$ cat src/rtl/dshot_rx_pkg.sv
// Shared DShot receiver definitions: bit-period table, FSM encoding and frame CRC.
package dshot_rx_pkg;

  localparam int unsigned CLK_HZ     = 12_000_000;
  localparam int unsigned FRAME_BITS = 16;
  localparam int unsigned BIT_CNT_W  = 5;

  typedef enum logic [1:0] {
    ST_IDLE,
    ST_HIGH,
    ST_LOW,
    ST_RECOVER
  } state_t;

  // Rate-to-bit-period table, shared with the baud generator; unknown rates use the slowest period.
  function automatic int unsigned bit_cyc_for(input int unsigned rate);
    case (rate)
      600000:  return 20;
      300000:  return 40;
      default: return 80;
    endcase
  endfunction

  function automatic logic [3:0] dshot_crc(input logic [11:0] value);
    return 4'(value ^ (value >> 4) ^ (value >> 8));
  endfunction

endpackage

$ cat src/rtl/dshot_crc4.sv
// Combinational 4-bit DShot checksum over the 12-bit throttle/telemetry field.
module dshot_crc4
  import dshot_rx_pkg::*;
(
  input  logic [11:0] value,
  output logic [3:0]  crc_c
);

  assign crc_c = dshot_crc(value);

endmodule

$ cat src/rtl/dshot_rx.sv
// DShot frame receiver: synchronizes the line, times each high pulse and checks the frame CRC.
module dshot_rx
  import dshot_rx_pkg::*;
#(
  parameter int unsigned DSHOT_RATE = 150000
) (
  input  logic        clk_in,
  input  logic        rst_n,
  input  logic        dshot_in,
  output logic [10:0] throttle,
  output logic        telemetry,
  output logic        frame_valid,
  output logic        crc_err,
  output logic        frame_err
);

  localparam int unsigned BIT_CYC = bit_cyc_for(DSHOT_RATE);
  localparam int unsigned CNT_W   = $clog2(2 * BIT_CYC + 1);
  localparam int unsigned LEN_W   = CNT_W + 1;

  typedef logic [LEN_W-1:0] len_t;

  localparam len_t LEN_BIT    = len_t'(BIT_CYC);
  localparam len_t LEN_HALF   = len_t'(BIT_CYC / 2);
  localparam len_t LEN_GLITCH = len_t'(BIT_CYC / 8);
  localparam len_t LEN_GAP    = len_t'(2 * BIT_CYC);

  state_t                 state, state_n;
  logic [2:0]             sync;
  logic [CNT_W-1:0]       cnt, cnt_n, cnt_inc;
  logic [BIT_CNT_W-1:0]   bit_cnt, bit_cnt_n;
  logic [FRAME_BITS-2:0]  shreg, shreg_n;
  logic [FRAME_BITS-1:0]  frame_word;
  logic [3:0]             crc_calc_c;
  logic                   line, rise, fall, bit_val, crc_ok;
  logic                   valid_n, crc_err_n, frame_err_n;
  len_t                   len;

  // sync[1:0] is the two-flop synchronizer; sync[2] holds the previous synchronized sample.
  always_ff @(posedge clk_in or negedge rst_n) begin
    if (!rst_n) sync <= '0;
    else        sync <= {sync[1:0], dshot_in};
  end

  assign line = sync[1];
  assign rise = sync[1] & ~sync[2];
  assign fall = ~sync[1] & sync[2];

  // len counts line samples of the current level seen before this cycle, edge cycle included.
  assign len        = len_t'(cnt) + len_t'(1);
  assign cnt_inc    = (&cnt) ? cnt : cnt + CNT_W'(1);
  assign bit_val    = (len >= LEN_HALF);
  assign frame_word = {shreg, bit_val};
  assign crc_ok     = (crc_calc_c == frame_word[3:0]);

  dshot_crc4 u_crc (
    .value (frame_word[15:4]),
    .crc_c (crc_calc_c)
  );

  always_comb begin
    state_n     = state;
    cnt_n       = cnt_inc;
    bit_cnt_n   = bit_cnt;
    shreg_n     = shreg;
    valid_n     = 1'b0;
    crc_err_n   = 1'b0;
    frame_err_n = 1'b0;
    unique case (state)
      ST_IDLE: begin
        cnt_n = '0;
        if (rise) begin
          bit_cnt_n = '0;
          state_n   = ST_HIGH;
        end
      end
      ST_HIGH: begin
        if (fall) begin
          cnt_n = '0;
          if (len >= LEN_BIT || len < LEN_GLITCH) begin
            frame_err_n = 1'b1;
            state_n     = ST_RECOVER;
          end else begin
            shreg_n   = {shreg[FRAME_BITS-3:0], bit_val};
            bit_cnt_n = bit_cnt + BIT_CNT_W'(1);
            state_n   = ST_LOW;
            if (bit_cnt == BIT_CNT_W'(FRAME_BITS - 1)) begin
              valid_n   = crc_ok;
              crc_err_n = ~crc_ok;
            end
          end
        end else if (len >= LEN_BIT) begin
          cnt_n       = '0;
          frame_err_n = 1'b1;
          state_n     = ST_RECOVER;
        end
      end
      ST_LOW: begin
        if (rise) begin
          cnt_n   = '0;
          state_n = ST_HIGH;
          if (bit_cnt == BIT_CNT_W'(FRAME_BITS)) bit_cnt_n = '0;
        end else if (len >= LEN_GAP) begin
          cnt_n       = '0;
          state_n     = ST_IDLE;
          frame_err_n = (bit_cnt != BIT_CNT_W'(FRAME_BITS));
        end
      end
      ST_RECOVER: begin
        if (line) begin
          cnt_n = '0;
        end else if (len >= LEN_GAP) begin
          cnt_n   = '0;
          state_n = ST_IDLE;
        end
      end
      default: begin
        cnt_n   = '0;
        state_n = ST_IDLE;
      end
    endcase
  end

  always_ff @(posedge clk_in or negedge rst_n) begin
    if (!rst_n) begin
      state       <= ST_IDLE;
      cnt         <= '0;
      bit_cnt     <= '0;
      shreg       <= '0;
      throttle    <= '0;
      telemetry   <= 1'b0;
      frame_valid <= 1'b0;
      crc_err     <= 1'b0;
      frame_err   <= 1'b0;
    end else begin
      state       <= state_n;
      cnt         <= cnt_n;
      bit_cnt     <= bit_cnt_n;
      shreg       <= shreg_n;
      frame_valid <= valid_n;
      crc_err     <= crc_err_n;
      frame_err   <= frame_err_n;
      if (valid_n) begin
        throttle  <= frame_word[15:5];
        telemetry <= frame_word[4];
      end
    end
  end

endmodule

$ cat config.mk
export PLATFORM = sky130hd
export DESIGN_NAME = dshot_rx
export DESIGN_NICKNAME = d
export VERILOG_FILES = /design/src/rtl/dshot_rx_pkg.sv /design/src/rtl/dshot_crc4.sv /design/src/rtl/dshot_rx.sv
export SDC_FILE = /design/constraint.sdc
export NUM_CORES = 1
export LEC_CHECK = 0
export BUFFER_PORTS_ARGS = -buffer_cell sky130_fd_sc_hd__buf_2
export CAP_MARGIN = 20
export CELL_PAD_IN_SITES_DETAIL_PLACEMENT = 0
export CELL_PAD_IN_SITES_GLOBAL_PLACEMENT = 1
export CORE_ASPECT_RATIO = 1.5
export CORE_UTILIZATION = 48
export DETAILED_ROUTE_END_ITERATION = 7
export PLACE_DENSITY_LB_ADDON = 0.1
export SLEW_MARGIN = 20
export SYNTH_ARGS = -nofsm -noshare
export SYNTH_HDL_FRONTEND = slang
export SYNTH_SLANG_ARGS = --single-unit
$ cat constraint.sdc
create_clock -name clk_in -period 2.8 [get_ports clk_in]
set_input_delay 0.56 -clock clk_in [delete_from_list [all_inputs] [get_ports clk_in]]
set_output_delay 0.56 -clock clk_in [all_outputs]
set_load 0.01 [all_outputs]
Yosys cells after proc, flatten, opt, wreduce, memory -nomap -nowiden
Index checks and enable logic that the tools add are counted.
W data, S select, Z words.
{"block": "word_totals", "ff_bits": 48, "latchBits": 0, "output_inout_bits": 15, "mem_bits_rw": 0, "memories": 0, "romBits": 0}
{"block": "op_classes", "n_mul": 0, "n_lt_le_gt_ge": 4, "shifts": 0, "bitwise_logic": 8, "eq_ne": 14, "reduce_logical": 7, "add_sub_neg": 3, "div": 0, "mux": 35}
{"operator": "$mux W8", "count": 6}
{"operator": "$pmux W8 S4", "count": 1}
{"operator": "$mux W5", "count": 5}
{"operator": "$pmux W5 S3", "count": 1}
{"operator": "$mux W1", "count": 14}
{"operator": "$mux W2", "count": 6}
{"operator": "$ne A2 B2 Y1 const B", "count": 6}
{"operator": "$add A8 B1 Y9 const B", "count": 1}
{"operator": "$ge A9 B6 Y1 const B", "count": 1}
{"operator": "$ge A9 B7 Y1 const B", "count": 1}
{"operator": "$ge A9 B8 Y1 const B", "count": 1}
{"operator": "$lt A9 B4 Y1 const B", "count": 1}
{"operator": "$add A8 B1 Y8 const B", "count": 1}
{"operator": "$pmux W2 S4", "count": 1}
{"operator": "$reduce_and A8 Y1", "count": 1}
{"operator": "$xor A4 B4 Y4", "count": 2}
{"operator": "$reduce_and A3 Y1", "count": 2}
{"operator": "$reduce_and A6 Y1", "count": 1}
{"operator": "$add A5 B1 Y5 const B", "count": 1}
{"operator": "$eq A5 B4 Y1 const B", "count": 1}
{"operator": "$eq A5 B5 Y1 const B", "count": 1}
{"operator": "$ne A5 B5 Y1 const B", "count": 1}
{"operator": "$eq A2 B2 Y1 const B", "count": 2}
{"operator": "$eq A4 B4 Y1", "count": 1}
{"operator": "8 further kinds", "count": 12}

Logic depth before layout (Yosys ltp)
{"block": "logic_depth", "ltp_word": 8, "mapped_depth": 10}

By module
A second synthesis with hierarchy kept.
{"block": "unflattened", "cells_unflattened": 237, "area_unflattened_um2": 2760.1}
{"mod": "dshot_rx", "cells_each": 233, "instances": 1, "area_each_um2": 2665.1, "seq_area_each_um2": 1201.2}
{"mod": "dshot_crc4", "cells_each": 4, "instances": 1, "area_each_um2": 95.1, "seq_area_each_um2": 0.0}

Worst setup path after synthesis
Ideal clock, no wire load.
{"block": "synth_timing", "kind": "flip-flop to flip-flop", "from": "register cnt[0]", "to": "register telemetry", "setup_ps": 125, "required_time_ps": 2675, "stages_incl_launch_ff": 11, "arrival_ps": 2447, "slack_ps": 228, "cell_sequence": "dfrtp_1 ha_1 buf_2 a311oi_1 a311o_1 o22ai_1 or2_4 nor3_4 nand4b_4 buf_6 mux2_4"}
{"block": "synth_between", "elab_chain_cells": 7, "word_cells_on_any_way": 10}
{"element": "start: declaration", "line_no": "dshot_rx.sv:30", "source": "logic [CNT_W-1:0] cnt, cnt_n, cnt_inc;"}
{"element": "start signal: assignment", "line_no": "dshot_rx.sv:137", "source": "cnt <= cnt_n;"}
{"element": "$add A8 B1 Y9 (*)", "line_no": "dshot_rx.sv:50", "source": "assign len = len_t'(cnt) + len_t'(1);"}
{"element": "$ge A9 B6 Y1", "line_no": "dshot_rx.sv:52", "source": "assign bit_val = (len >= LEN_HALF);"}
{"element": "$eq A4 B4 Y1", "line_no": "dshot_rx.sv:54", "source": "assign crc_ok = (crc_calc_c == frame_word[3:0]);"}
{"element": "$mux W1", "line_no": "dshot_rx.sv:87", "source": "if (bit_cnt == BIT_CNT_W'(FRAME_BITS - 1)) begin"}
{"element": "$mux W1 (*)", "line_no": "dshot_rx.sv:80", "source": "if (len >= LEN_BIT || len < LEN_GLITCH) begin"}
{"element": "$mux W1 (*)", "line_no": "dshot_rx.sv:78", "source": "if (fall) begin"}
{"element": "$mux W1 (*)", "line_no": "dshot_rx.sv:69", "source": "unique case (state)"}
{"element": "end signal: assignment", "line_no": "dshot_rx.sv:145", "source": "telemetry <= frame_word[4];"}
{"element": "end: declaration", "line_no": "dshot_rx.sv:11", "source": "output logic telemetry,"}
Every way passes the cells marked *; elsewhere a longest branch is shown, timed or not.
A chain may end at the register's enable or synchronous reset.

Worst setup path in the final report
{"block": "layout_timing", "from": "register cnt[0]", "to": "register shreg[1]"}
{"block": "layout_between", "elab_chain_cells": 5, "word_cells_on_any_way": 6}
{"element": "$add A8 B1 Y9 (*)", "line_no": "dshot_rx.sv:50"}
{"element": "$ge A9 B7 Y1 or $lt A9 B4 Y1 (tied branches)", "line_no": "dshot_rx.sv:80"}
{"element": "$logic_or A1 B1 Y1 (*)", "line_no": "dshot_rx.sv:80"}
{"element": "$not A1 Y1 (no line) (*)"}
{"element": "$reduce_and A3 Y1 (no line) (*)"}
{"element": "end signal: assignment", "line_no": "dshot_rx.sv:139", "source": "shreg <= shreg_n;"}
{"element": "end: declaration", "line_no": "dshot_rx.sv:32", "source": "logic [FRAME_BITS-2:0] shreg, shreg_n;"}
Marks and branches as above.

==> impl_metrics.tcl <==
set metrics [dict create \
    outcome "finished clean" \
    grt.overflow.total 0 \
    die_y_um 92.2 \
    grt_max_degree 49 \
    cts_hold_buf 0 \
    ant_nets 0 \
    finClkSkew_ns 0.00551 \
    r2r.worst_path.cells 8 \
    synthMuxAreaShare 0.139 \
    fin_tns_setup_ns 0 \
    seqCellArea_um2 1200 \
    antenna_found_initial 0 \
    synth.avg_cell_area_um2 11.3 \
    cts_buffers 5 \
    fp.dieW_um 62.1 \
    vdd_ir_drop_max_v 0.000259 \
    ys_ff_latch 48 \
    finalHoldViolations 0 \
    fmax_mhz 382 \
    postSynth.asyncResetShare 1.00 \
    floorplan.initialDensity 0.504 \
    worst_slack_ns 0.185 \
    clock_path_buffers 2 \
    multiInputGateArea_um2 1320 \
    wire_per_inst_um 15.5 \
    grt.total_usage 0.191 \
    yosysSeqAreaShare 0.461 \
    portBuffers 17 \
    vias 1767 \
    rows 32 \
    synth-xor-area-share 0.0538 \
    cp_top_family "simple AND/OR/NAND/NOR gates" \
    core_um2 5160 \
    path_cells "ha_1 > and3_2 > a31oi_1 > o22ai_1 > or2_4 > nor3_4 > buf_4 > mux2_2" \
    place_inst 314 \
    min_period_ns 2.62 \
    areaGrowthSynthToFinish_pct 11.7 \
    dp_hpwl_um 3540 \
    power_density_nw_per_um2 585 \
    ys.flop_type "dfrtp_1" \
    drive_above_1_share 0.259 \
    final_max_slew_viol_count 0 \
    io_pins 18 \
    r2r_setup_slack_ns 0.18 \
    cts-root-buf "clkbuf_8" \
    synth_edf_count 0 \
    cts_htree_levels 2 \
    synth_compound_area_frac 0.122 \
    worst_r2r_startpoint "cnt[0]" \
    worstPathMaxFanout 16 \
    synth-adder-area-share 0.0529 \
    pre_cts_slack_ns 0.102 \
    first_global_vias 1768 \
    netlist_area_um2 2600 \
    arrival_ns 2.80 \
    slowest_delay_ns 0.46 \
    synthesis.nets 245 \
    worst_hold_path_type "in2async" \
    crit_start "cnt[0]" \
    vias_per_cell 5.47 \
    routed_wirelength_um 5000 \
    synthSimpleGateAreaFrac 0.138 \
    setup_viol 0 \
    worstMarginPinSlew_ns 0.602 \
    cts_tree "built" \
    synth_top_family_by_area "multiplexers" \
    cp-end-kind "flip-flop" \
    rsz0062_at_grt "no" \
    path_clk_slew_ns 0.09 \
    grt_pass1_wl_um 8570 \
    reg2reg_to "shreg[1]" \
    clk_latency_ns 0.30 \
    path_buf_inv 1 \
    drt_iter0_markers 58 \
    final_cells 323 \
    period_share 0.934 \
    cts.sinks 48 \
    power.leakage_uw 0.00148 \
    slew_headroom 0.599 \
    worstPathRequired_ns 2.99 \
    nNetsFinal 268 \
    dieArea_um2 5730 \
    place.gp.congestion 0.805 \
    path_class "reg2reg" \
    synth_cell_types 50 \
    route.detailed.drc 0 \
    fillCellCount 476 \
    max-cap-violations 0 \
    yosys_warnings 0 \
    worstSetupStartpointType "flip-flop" \
    syn-instance-count 231 \
    firstDrtPassIters 4 \
    n_antenna_cell 0 \
    slowest_stage "dfrtp_1" \
]
-- flip-flops by register name (all words and copies together), names as in the netlist --
name,cells
state,2
telemetry,1
sync,3
bit_cnt,5
frame_valid,1
frame_err,1
crc_err,1
cnt,8
shreg,15
throttle,11
-- cell type report --
cell class | instances | area share
multi-input cells | 164 | 0.452
flip-flops and latches | 48 | 0.413
repair buffers | 25 | 0.0542
well taps | 68 | 0.0292
clock buffers | 5 | 0.0237
clock inverters | 3 | 0.0146
inverters | 10 | 0.0129
-- what timing repair did --
| item | 4_1_cts | 5_1_grt |
|---|---|---|
| setup endpoints to repair | 0 | 12 |
| resized for setup | 0 | 1 |
| endpoints found under the hold margin | 0 | 0 |
| buffers inserted | 0 | 1 |
-- stage by stage --
| stage | instance area [um^2] | total power (uW) | util | hold WS [ns] |
|---|---|---|---|---|
| 5_1_grt | 2910 | 1810 | 0.563 | 0.348 |
| 6_report | 2910 | 1700 | 0.563 | 0.351 |
| 4_1_cts | 2890 | 1720 | 0.559 | 0.355 |
| 2_1_floorplan | 2600 | 1090 | - | 0.264 |
| 3_3_place_gp | 2780 | 1210 | 0.538 | 0.344 |
| 3_5_place_dp | 2780 | 1220 | 0.538 | 0.350 |
-- Yosys cell counts (3+ instances only) --
library cell | count | area, um^2
ha_1 | 11 | 138
o21a_1 | 3 | 22.5
xnor2_1 | 13 | 114
nor2_1 | 17 | 63.8
a21oi_1 | 10 | 50.1
nand3_1 | 4 | 20.0
o21ai_0 | 8 | 40.0
buf_2 | 7 | 35.0
nand2b_1 | 7 | 43.8
mux2_4 | 10 | 150
nand2_1 | 8 | 30.0
dfrtp_1 | 48 | 1200
mux2_2 | 17 | 191
inv_1 | 10 | 37.5
xor2_1 | 3 | 26.3
nand4_1 | 3 | 18.8
a31oi_1 | 4 | 25.0
and3_1 | 6 | 37.5
o31ai_1 | 3 | 22.5
-- worst register-to-register path, delay by kind of cell (launching register included) --
| kind | cells | cell delay, ns |
|---|---|---|
| AND/OR/NAND/NOR | 3 | 0.79 |
| flip-flops | 1 | 0.46 |
| multiplexers | 1 | 0.36 |
| AO/OA/AOI/OAI | 2 | 0.33 |
| adder cells (fa/ha/maj) | 1 | 0.29 |
| buffers and inverters | 1 | 0.28 |
-- layer usage --
| layer | vias to the layer above | GRT usage | routed length [um] |
|---|---|---|---|
| met1 | 879 | 0.237 | 2290 |
| met5 | - | 0 | 0 |
| li1 | 864 | - | - |
| met4 | 0 | 0.0640 | 69 |
| met3 | 7 | 0.0336 | 78 |
| met2 | 17 | 0.332 | 2560 |
-- cells by family (layout without fill, tap and decap cells) --
kind of cell               count (synthesis)  in the layout
DFF                                       48             48
AOI/OAI and AO/OA                         47             47
and+or+nand+nor                           61             61
adders and majority gates                 11             11
xor gates and xnor gates                  16             16
buffers and inverters                     19             43
muxes                                     29             29
-- how the worst max path moves through the flow --
stage	to	slack (ns)	cells after the start
2_1_floorplan	telemetry	0.23	10
3_5_place_dp	throttle[10]	0.10	8
5_1_grt	throttle[1]	0.03	9
3_3_place_gp	throttle[4]	0.19	9
4_1_cts	throttle[10]	0.08	8
6_report	shreg[1]	0.18	8
-- placed cells by master, fill, tap and decap left out, types with 7 or more instances in the layout --
cell type,synthesis,routed
a21oi_1,10,10
buf_2,7,17
buf_4,0,7
dfrtp_1,48,48
ha_1,11,11
inv_1,10,10
mux2_2,17,17
mux2_4,10,10
nand2_1,8,8
nand2b_1,7,7
nor2_1,17,17
o21ai_0,8,8
xnor2_1,13,13
-- power by group --
| group | total [uW] | switching [uW] | internal, uW |
|---|---|---|---|
| combinational | 430 | 265 | 165 |
| clock | 504 | 239 | 264 |
| sequential | 768 | 42.8 | 725 |
| total | 1700 | 547 | 1150 |
(Power assumes the default switching activity.)
